<file path="src/rtl/game_pkg.sv">
// Shared constants for the tic-tac-toe sequencer: cell codes, FSM encodings
// and the table of the eight winning lines.
package game_pkg;

  localparam int unsigned NUM_CELLS = 9;
  localparam int unsigned CELL_W    = 2;
  localparam int unsigned BOARD_W   = NUM_CELLS * CELL_W;
  localparam int unsigned NUM_LINES = 8;
  localparam int unsigned SQ_W      = 4;
  localparam int unsigned CNT_W     = 4;

  localparam logic [1:0] CELL_EMPTY = 2'b00;
  localparam logic [1:0] CELL_X     = 2'b01;
  localparam logic [1:0] CELL_O     = 2'b10;

  localparam logic [1:0] IDLE      = 2'd0;
  localparam logic [1:0] PLAY      = 2'd1;
  localparam logic [1:0] CHECK     = 2'd2;
  localparam logic [1:0] GAME_OVER = 2'd3;

  // Index 0 is the top row; order is rows, columns, main diagonal, anti-diagonal.
  localparam logic [NUM_LINES-1:0][NUM_CELLS-1:0] LINE_MASK = {
    9'h054, 9'h111,
    9'h124, 9'h092, 9'h049,
    9'h1C0, 9'h038, 9'h007
  };

  // Cell k is zero-based here (cell 1 of the board is k = 0).
  function automatic logic [CELL_W-1:0] cell_at(input logic [BOARD_W-1:0] b,
                                                input logic [SQ_W-1:0]    k);
    return b[5'(k) * 5'd2 +: 2];
  endfunction

endpackage

</file>
<file path="src/rtl/win_detect.sv">
// Combinational line checker: reports whether the mover owns a full line and
// which line, preferring the lowest line index when several are complete.
module win_detect
  import game_pkg::*;
(
  input  logic [BOARD_W-1:0]   board,
  input  logic [CELL_W-1:0]    mover,
  output logic                 win,
  output logic [NUM_CELLS-1:0] line_mask
);

  logic hit;

  // Scan from the highest index down so the lowest complete line is kept last.
  always_comb begin
    win       = 1'b0;
    line_mask = '0;
    hit       = 1'b0;
    for (int i = NUM_LINES - 1; i >= 0; i--) begin
      hit = 1'b1;
      for (int j = 0; j < NUM_CELLS; j++) begin
        if (LINE_MASK[3'(i)][4'(j)] && (cell_at(board, 4'(j)) != mover)) begin
          hit = 1'b0;
        end
      end
      if (hit) begin
        win       = 1'b1;
        line_mask = LINE_MASK[3'(i)];
      end
    end
  end

endmodule

</file>
<file path="src/rtl/game_ctrl.sv">
// Tic-tac-toe sequencer: owns the board, alternates X/O, detects win/draw and
// drives square highlight enables plus the global start_en for the draw stages.
module game_ctrl
  import game_pkg::*;
#(
  parameter int unsigned BLINK_FRAMES = 30,
  parameter int unsigned BLINK_W      = 6
) (
  input  logic                 pclk,
  input  logic                 rst,
  input  logic                 start_btn,
  input  logic                 click_valid,
  input  logic [SQ_W-1:0]      click_square,
  input  logic [SQ_W-1:0]      hover_square,
  input  logic                 vsync_in,
  output logic                 start_en,
  output logic [NUM_CELLS-1:0] square_en,
  output logic [BOARD_W-1:0]   board,
  output logic                 turn,
  output logic                 click_ack,
  output logic                 click_rej,
  output logic                 game_over,
  output logic [CELL_W-1:0]    winner
);

  logic [1:0]           state_q, state_d;
  logic [BOARD_W-1:0]   board_d;
  logic                 turn_d;
  logic [CNT_W-1:0]     move_q, move_d;
  logic [CELL_W-1:0]    winner_d;
  logic [NUM_CELLS-1:0] mask_q, mask_d;
  logic [BLINK_W-1:0]   blink_cnt_q, blink_cnt_d;
  logic                 phase_q, phase_d;
  logic                 vsync_q;
  logic                 vsync_rise;
  logic                 ack_d, rej_d;
  logic [NUM_CELLS-1:0] sq_d;
  logic [CELL_W-1:0]    mover;
  logic                 click_ok;
  logic [NUM_CELLS-1:0] empty_map;
  logic                 line_win;
  logic [NUM_CELLS-1:0] line_mask;

  assign mover      = turn ? CELL_O : CELL_X;
  assign vsync_rise = vsync_in & ~vsync_q;

  win_detect u_win_detect (
    .board     (board),
    .mover     (mover),
    .win       (line_win),
    .line_mask (line_mask)
  );

  // State register.
  always_ff @(posedge pclk or negedge rst) begin
    if (!rst) state_q <= IDLE;
    else      state_q <= state_d;
  end

  // Next-state and next-value logic for every registered output.
  always_comb begin
    state_d     = state_q;
    board_d     = board;
    turn_d      = turn;
    move_d      = move_q;
    winner_d    = winner;
    mask_d      = mask_q;
    blink_cnt_d = blink_cnt_q;
    phase_d     = phase_q;
    ack_d       = 1'b0;
    rej_d       = 1'b0;
    sq_d        = '0;
    click_ok    = 1'b0;
    empty_map   = '0;

    for (int k = 0; k < NUM_CELLS; k++) begin
      empty_map[4'(k)] = (cell_at(board, 4'(k)) == CELL_EMPTY);
      if ((click_square == 4'(k + 1)) && empty_map[4'(k)]) click_ok = 1'b1;
    end

    if (start_btn) begin
      state_d  = PLAY;
      board_d  = '0;
      turn_d   = 1'b0;
      move_d   = '0;
      winner_d = CELL_EMPTY;
    end else begin
      case (state_q)
        PLAY: begin
          if (click_valid) begin
            if (click_ok) begin
              for (int k = 0; k < NUM_CELLS; k++) begin
                if (click_square == 4'(k + 1)) board_d[5'(2 * k) +: 2] = mover;
              end
              ack_d   = 1'b1;
              move_d  = move_q + 4'd1;
              state_d = CHECK;
            end else begin
              rej_d = 1'b1;
            end
          end
        end
        CHECK: begin
          if (line_win) begin
            state_d     = GAME_OVER;
            winner_d    = mover;
            mask_d      = line_mask;
            blink_cnt_d = '0;
            phase_d     = 1'b1;
          end else if (move_q == CNT_W'(NUM_CELLS)) begin
            state_d     = GAME_OVER;
            winner_d    = CELL_EMPTY;
            blink_cnt_d = '0;
            phase_d     = 1'b1;
          end else begin
            turn_d  = ~turn;
            state_d = PLAY;
          end
        end
        GAME_OVER: begin
          if (vsync_rise) begin
            if (blink_cnt_q == BLINK_W'(BLINK_FRAMES - 1)) begin
              blink_cnt_d = '0;
              phase_d     = ~phase_q;
            end else begin
              blink_cnt_d = blink_cnt_q + BLINK_W'(1);
            end
          end
        end
        default: ;
      endcase
    end

    // Highlight follows the current state, not the one being entered.
    case (state_q)
      PLAY: begin
        for (int k = 0; k < NUM_CELLS; k++) begin
          if ((hover_square == 4'(k + 1)) && empty_map[4'(k)]) sq_d[4'(k)] = 1'b1;
        end
      end
      GAME_OVER: begin
        if ((winner != CELL_EMPTY) && phase_q) sq_d = mask_q;
      end
      default: ;
    endcase
  end

  // Datapath and output registers.
  always_ff @(posedge pclk or negedge rst) begin
    if (!rst) begin
      board       <= '0;
      turn        <= 1'b0;
      move_q      <= '0;
      winner      <= CELL_EMPTY;
      mask_q      <= '0;
      blink_cnt_q <= '0;
      phase_q     <= 1'b0;
      vsync_q     <= 1'b0;
      click_ack   <= 1'b0;
      click_rej   <= 1'b0;
      square_en   <= '0;
      start_en    <= 1'b0;
      game_over   <= 1'b0;
    end else begin
      board       <= board_d;
      turn        <= turn_d;
      move_q      <= move_d;
      winner      <= winner_d;
      mask_q      <= mask_d;
      blink_cnt_q <= blink_cnt_d;
      phase_q     <= phase_d;
      vsync_q     <= vsync_in;
      click_ack   <= ack_d;
      click_rej   <= rej_d;
      square_en   <= sq_d;
      start_en    <= (state_d != IDLE);
      game_over   <= (state_d == GAME_OVER);
    end
  end

endmodule
</file>
<file path="config.mk">
export PLATFORM = sky130hd
export DESIGN_NAME = game_ctrl
export DESIGN_NICKNAME = d
export VERILOG_FILES = /design/src/rtl/game_pkg.sv /design/src/rtl/win_detect.sv /design/src/rtl/game_ctrl.sv
export SDC_FILE = /design/constraint.sdc
export NUM_CORES = 1
export LEC_CHECK = 0
export ABC_AREA = 1
export BUFFER_PORTS_ARGS = -buffer_cell sky130_fd_sc_hd__buf_2
export CORE_MARGIN = 1
export CORE_UTILIZATION = 50
export CTS_CLUSTER_SIZE = 25
export DETAILED_ROUTE_END_ITERATION = 10
export PLACE_DENSITY = 0.71
export SLEW_MARGIN = 25
export SYNTH_ARGS = -nofsm -noshare
export SYNTH_HDL_FRONTEND = slang
export SYNTH_HIERARCHICAL = 1
export SYNTH_SLANG_ARGS = --single-unit
</file>
<file path="constraint.sdc">
create_clock -name pclk -period 1.84 [get_ports pclk]
set_input_delay 0.092 -clock pclk [delete_from_list [all_inputs] [get_ports pclk]]
set_output_delay 0.092 -clock pclk [all_outputs]
set_load 0.01 [all_outputs]
</file>
==> results by group <==
Finish
  • Filler cell count: 522
  • Layout Cells excl Fill: 509
  • Finished Cell Area: 0.003427 mm^2
  • FF+latch area: 0.001378 mm^2
  • Area growth, synth to finish: 14.84%
  • Area occupied by multi-input gates: 0.001344 mm^2
  • Layout cells sized above 1: 22.43%
  • Final layout net count: 456
  • Number of diodes: 0

Detailed routing
  • Post-route ant nets: 0
  • DR DRC count: 0
  • Vias per inst: 5.114
  • DRT Pass-1 Iters: 4
  • WL/cell: 12.92 um
  • Total vias in the final route: 2603
  • Initial DRC Count: 118
  • Routed wire length: 6576 um

Worst setup path
  • Worst Setup Path Type: reg2reg
  • CP arrival: 1940 ps
  • CP max FO: 9
  • CP Buf/Inv Count: 1
  • Slowest CP cell: dfrtp_1
  • Crit. End Element: register
  • CP Cell Sequence: nor2_1, nand3_1, nand2_1, nor2_1, nand2_2, nand3_4, buf_4, nor2_4, nor2_2, nand2_1, nand2_1
  • Delay-heaviest family, CP: simple AND/OR/NAND/NOR gates
  • CP required: 2060 ps
  • Cell mode on critical path: nand2_1
  • Startpoint types: register
  • Slowest stage delay, CP: 450 ps

Power and ir drop
  • Static leakage: 0.001899 uW
  • Comb power frac: 27.7%
  • Part of the power in registers: 49.7%
  • VDD IR max: 0.4342 mV
  • Pint: 1971 uW
  • Final Power: 3014 uW
  • Clock power share: 22.5%
  • Power density over the cells: 879.5 mW/mm^2
  • Sw power: 1043 uW
  • Sw Share: 34.61%

STA
  • Hold slack: 63.04 ps
  • Final Hold Violating Endpoints: 0
  • Least-Margin Pin Slew: 581.0 ps
  • Slew Limit Fails: 0
  • Final Setup Violations: 0
  • Relative slew slack: 61.01%
  • Worst Clk Skew: 9.871 ps
  • FMAX: 580.8 MHz
  • Setup slack after layout: 118.2 ps
  • Clock period minus worst slack: 1722 ps
  • Period utilisation layout: 93.58%

Logic synthesis
  • Synthesis warning total: 6
  • Synth Instances: 382
  • Cell accounting for the most synthesized area: dfrtp_1
  • Top-area cell type share of the netlist area: 46.12%
  • Syn avg cell area: 7.812 um^2
  • Sequential fraction of the synthesis area: 46.12%
  • Mapped Area: 0.002984 mm^2
  • Yosys cell types: 31
  • Synth Register Bits: 55
  • Area contributors post-synth: dfrtp_1 46%, nand2_1 12%, nor2_1 6.2%, inv_1 6.0%, nand3_1 4.9%

Placed design
  • Placer Congestion: 0.8408
  • Dpl ws: 124.0 ps
  • Detailed placer's ending HPWL: 4847 um
  • Placed insts: 496
  • Number of port buffers: 44
  • Dpl cell area: 0.003279 mm^2

Floorplan
  • Die area: 0.006281 mm^2
  • Core Area: 0.005642 mm^2
  • Die Wd: 79.26 um
  • Initial core utilization: 52.89%
  • Die Y-Extent: 79.26 um
  • Number of top-level pins: 47
  • Row Count: 27

Status
  • Status: finished clean

GRT
  • First-pass GRT wire length: 11180 um
  • GR Util met1: 32.77%
  • Congestion Overflow GR: 0
  • Largest net degree at the start of global routing: 34
  • Initial antenna violation count: 0
  • Met2 GRT Util: 35.78%
  • Number of global-route vias before repair: 2391
  • Gr busiest metal: met2
  • Met3 Use GR: 3.103%
  • GRT Overall Usage: 22.98%

Clock network
  • Num CTS Buffers: 5
  • CTS sink count: 55
  • Htree depth: 2
  • Root Buffer: clkbuf_8
  • TritonCTS clock tree: yes
  • CTS max path bufs: 2
  • Clk_lat worst skew: 310 ps
  • Worst-path clk slew: 100 ps

Worst hold path
  • Worst hold path class: in2reg

Run
  • Maximum Capacitance Violations: 0
[final cells by class]
cell class,instances,share of cell area (%)
Clock buffer,5,2.008
Clock inverter,3,0.5842
Inverter,51,5.586
Multi-Input combinational cell,266,39.21
Sequential cell,55,40.20
Tap cell,72,2.629
Timing Repair Buffer,57,9.785
[metrics by stage]
stage | util (%) | TNS, ps
CTS | 60.06 | 0
finish | 60.75 | 0
global route | 60.75 | -2.784
global placement | 58.13 | 0
floorplan | - | 0
detailed placement | 58.13 | 0
[routing by layer]
| layer | share of wire (%) | vias up |
|---|---|---|
| met1 | 49 | 1209 |
| met5 | 0 | - |
| met4 | 1.2 | 0 |
| li1 | - | 1302 |
| met3 | 5.4 | 7 |
| met2 | 45 | 85 |
[kinds of logic after synthesis]
| kind of cell | count (synthesis) | synth area share, % |
|---|---|---|
| flip-flops | 55 | 46.12 |
| adder cells (fa/ha/maj) | 7 | 2.935 |
| AO/OA/AOI/OAI | 51 | 9.895 |
| buffers and inverters | 62 | 9.476 |
| AND/OR/NAND/NOR | 203 | 30.73 |
| XOR/XNOR | 2 | 0.5871 |
| other | 2 | 0.2517 |
[cell usage after synthesis]
library cell and count:
nand2_1 98, dfrtp_1 55, nor2_1 49, inv_1 48, nand3_1 29, a21oi_1 19
o21ai_0 10, o22ai_1 10, buf_4 9, nor2_2 8, ha_1 7, nand2_2 5
nor2_4 5, o21ai_1 5, inv_2 3, nor3_1 3, a21oi_2 2, and3_1 2
conb_1 2, xor2_1 2, buf_12 1, clkbuf_1 1, nand2_4 1, nand3_4 1
nand4_1 1, nor2_8 1, o21ai_2 1, o21bai_1 1, o22ai_2 1, o31ai_1 1
o32ai_1 1
[state kept, by name (all words and copies together), names as in the netlist, 2 cells and up]
register / flops
board: 16
mask_q: 9
square_en: 9
blink_cnt_q: 6
move_q: 4
state_q: 2
winner: 2
[tightest hold or removal path, cell delays in order]
cell and delay [ps]:
buf_2 110, nand3_1 70, o22ai_1 80
[cell usage in the layout, fill, tap and decap left out, types with 5 or more instances in the layout]
master	synthesis	final
a21oi_1	19	19
buf_2	0	44
buf_4	9	10
clkbuf_8	0	5
dfrtp_1	55	54
ha_1	7	6
inv_1	48	48
nand2_1	98	98
nand2_2	5	5
nand3_1	29	29
nor2_1	49	44
nor2_2	8	13
nor2_4	5	5
o21ai_0	10	9
o21ai_1	5	6
o22ai_1	10	10
[worst paths after layout]
kind | endpoint | start | slack, ps | cells after the start
setup / recovery | board[5] | board[9] | 120 | 11
hold / removal | square_en[7] | hover_square[3] | 60 | 3
setup reg to reg | board[5] | board[9] | 120 | 11
hold reg to reg | square_en[8] | mask_q[8] | 510 | 2
max in group asynchronous | state_q[0] | rst | 990 | 3
min in group asynchronous | mask_q[8] | rst | 290 | 2
[repair_timing]
| item | CTS | global route |
|---|---|---|
| endpoints found under the hold margin | 23 | 0 |
| setup buffers | 0 | 3 |
| endpoints found under the setup margin | 0 | 18 |
| hold buffers | 2 | 0 |
| gates resized for setup | 0 | 8 |
[power groups by stage]
stage / combinational (uW) / clock, uW / sequential [uW]
3_3_place_gp: 795 / 0 / 1510
6_report: 836 / 679 / 1500
3_5_place_dp: 812 / 0 / 1520
2_1_floorplan: 590 / 0 / 1520
5_1_grt: 963 / 744 / 1520
4_1_cts: 818 / 699 / 1500
Power figures use the tool's default switching activity.
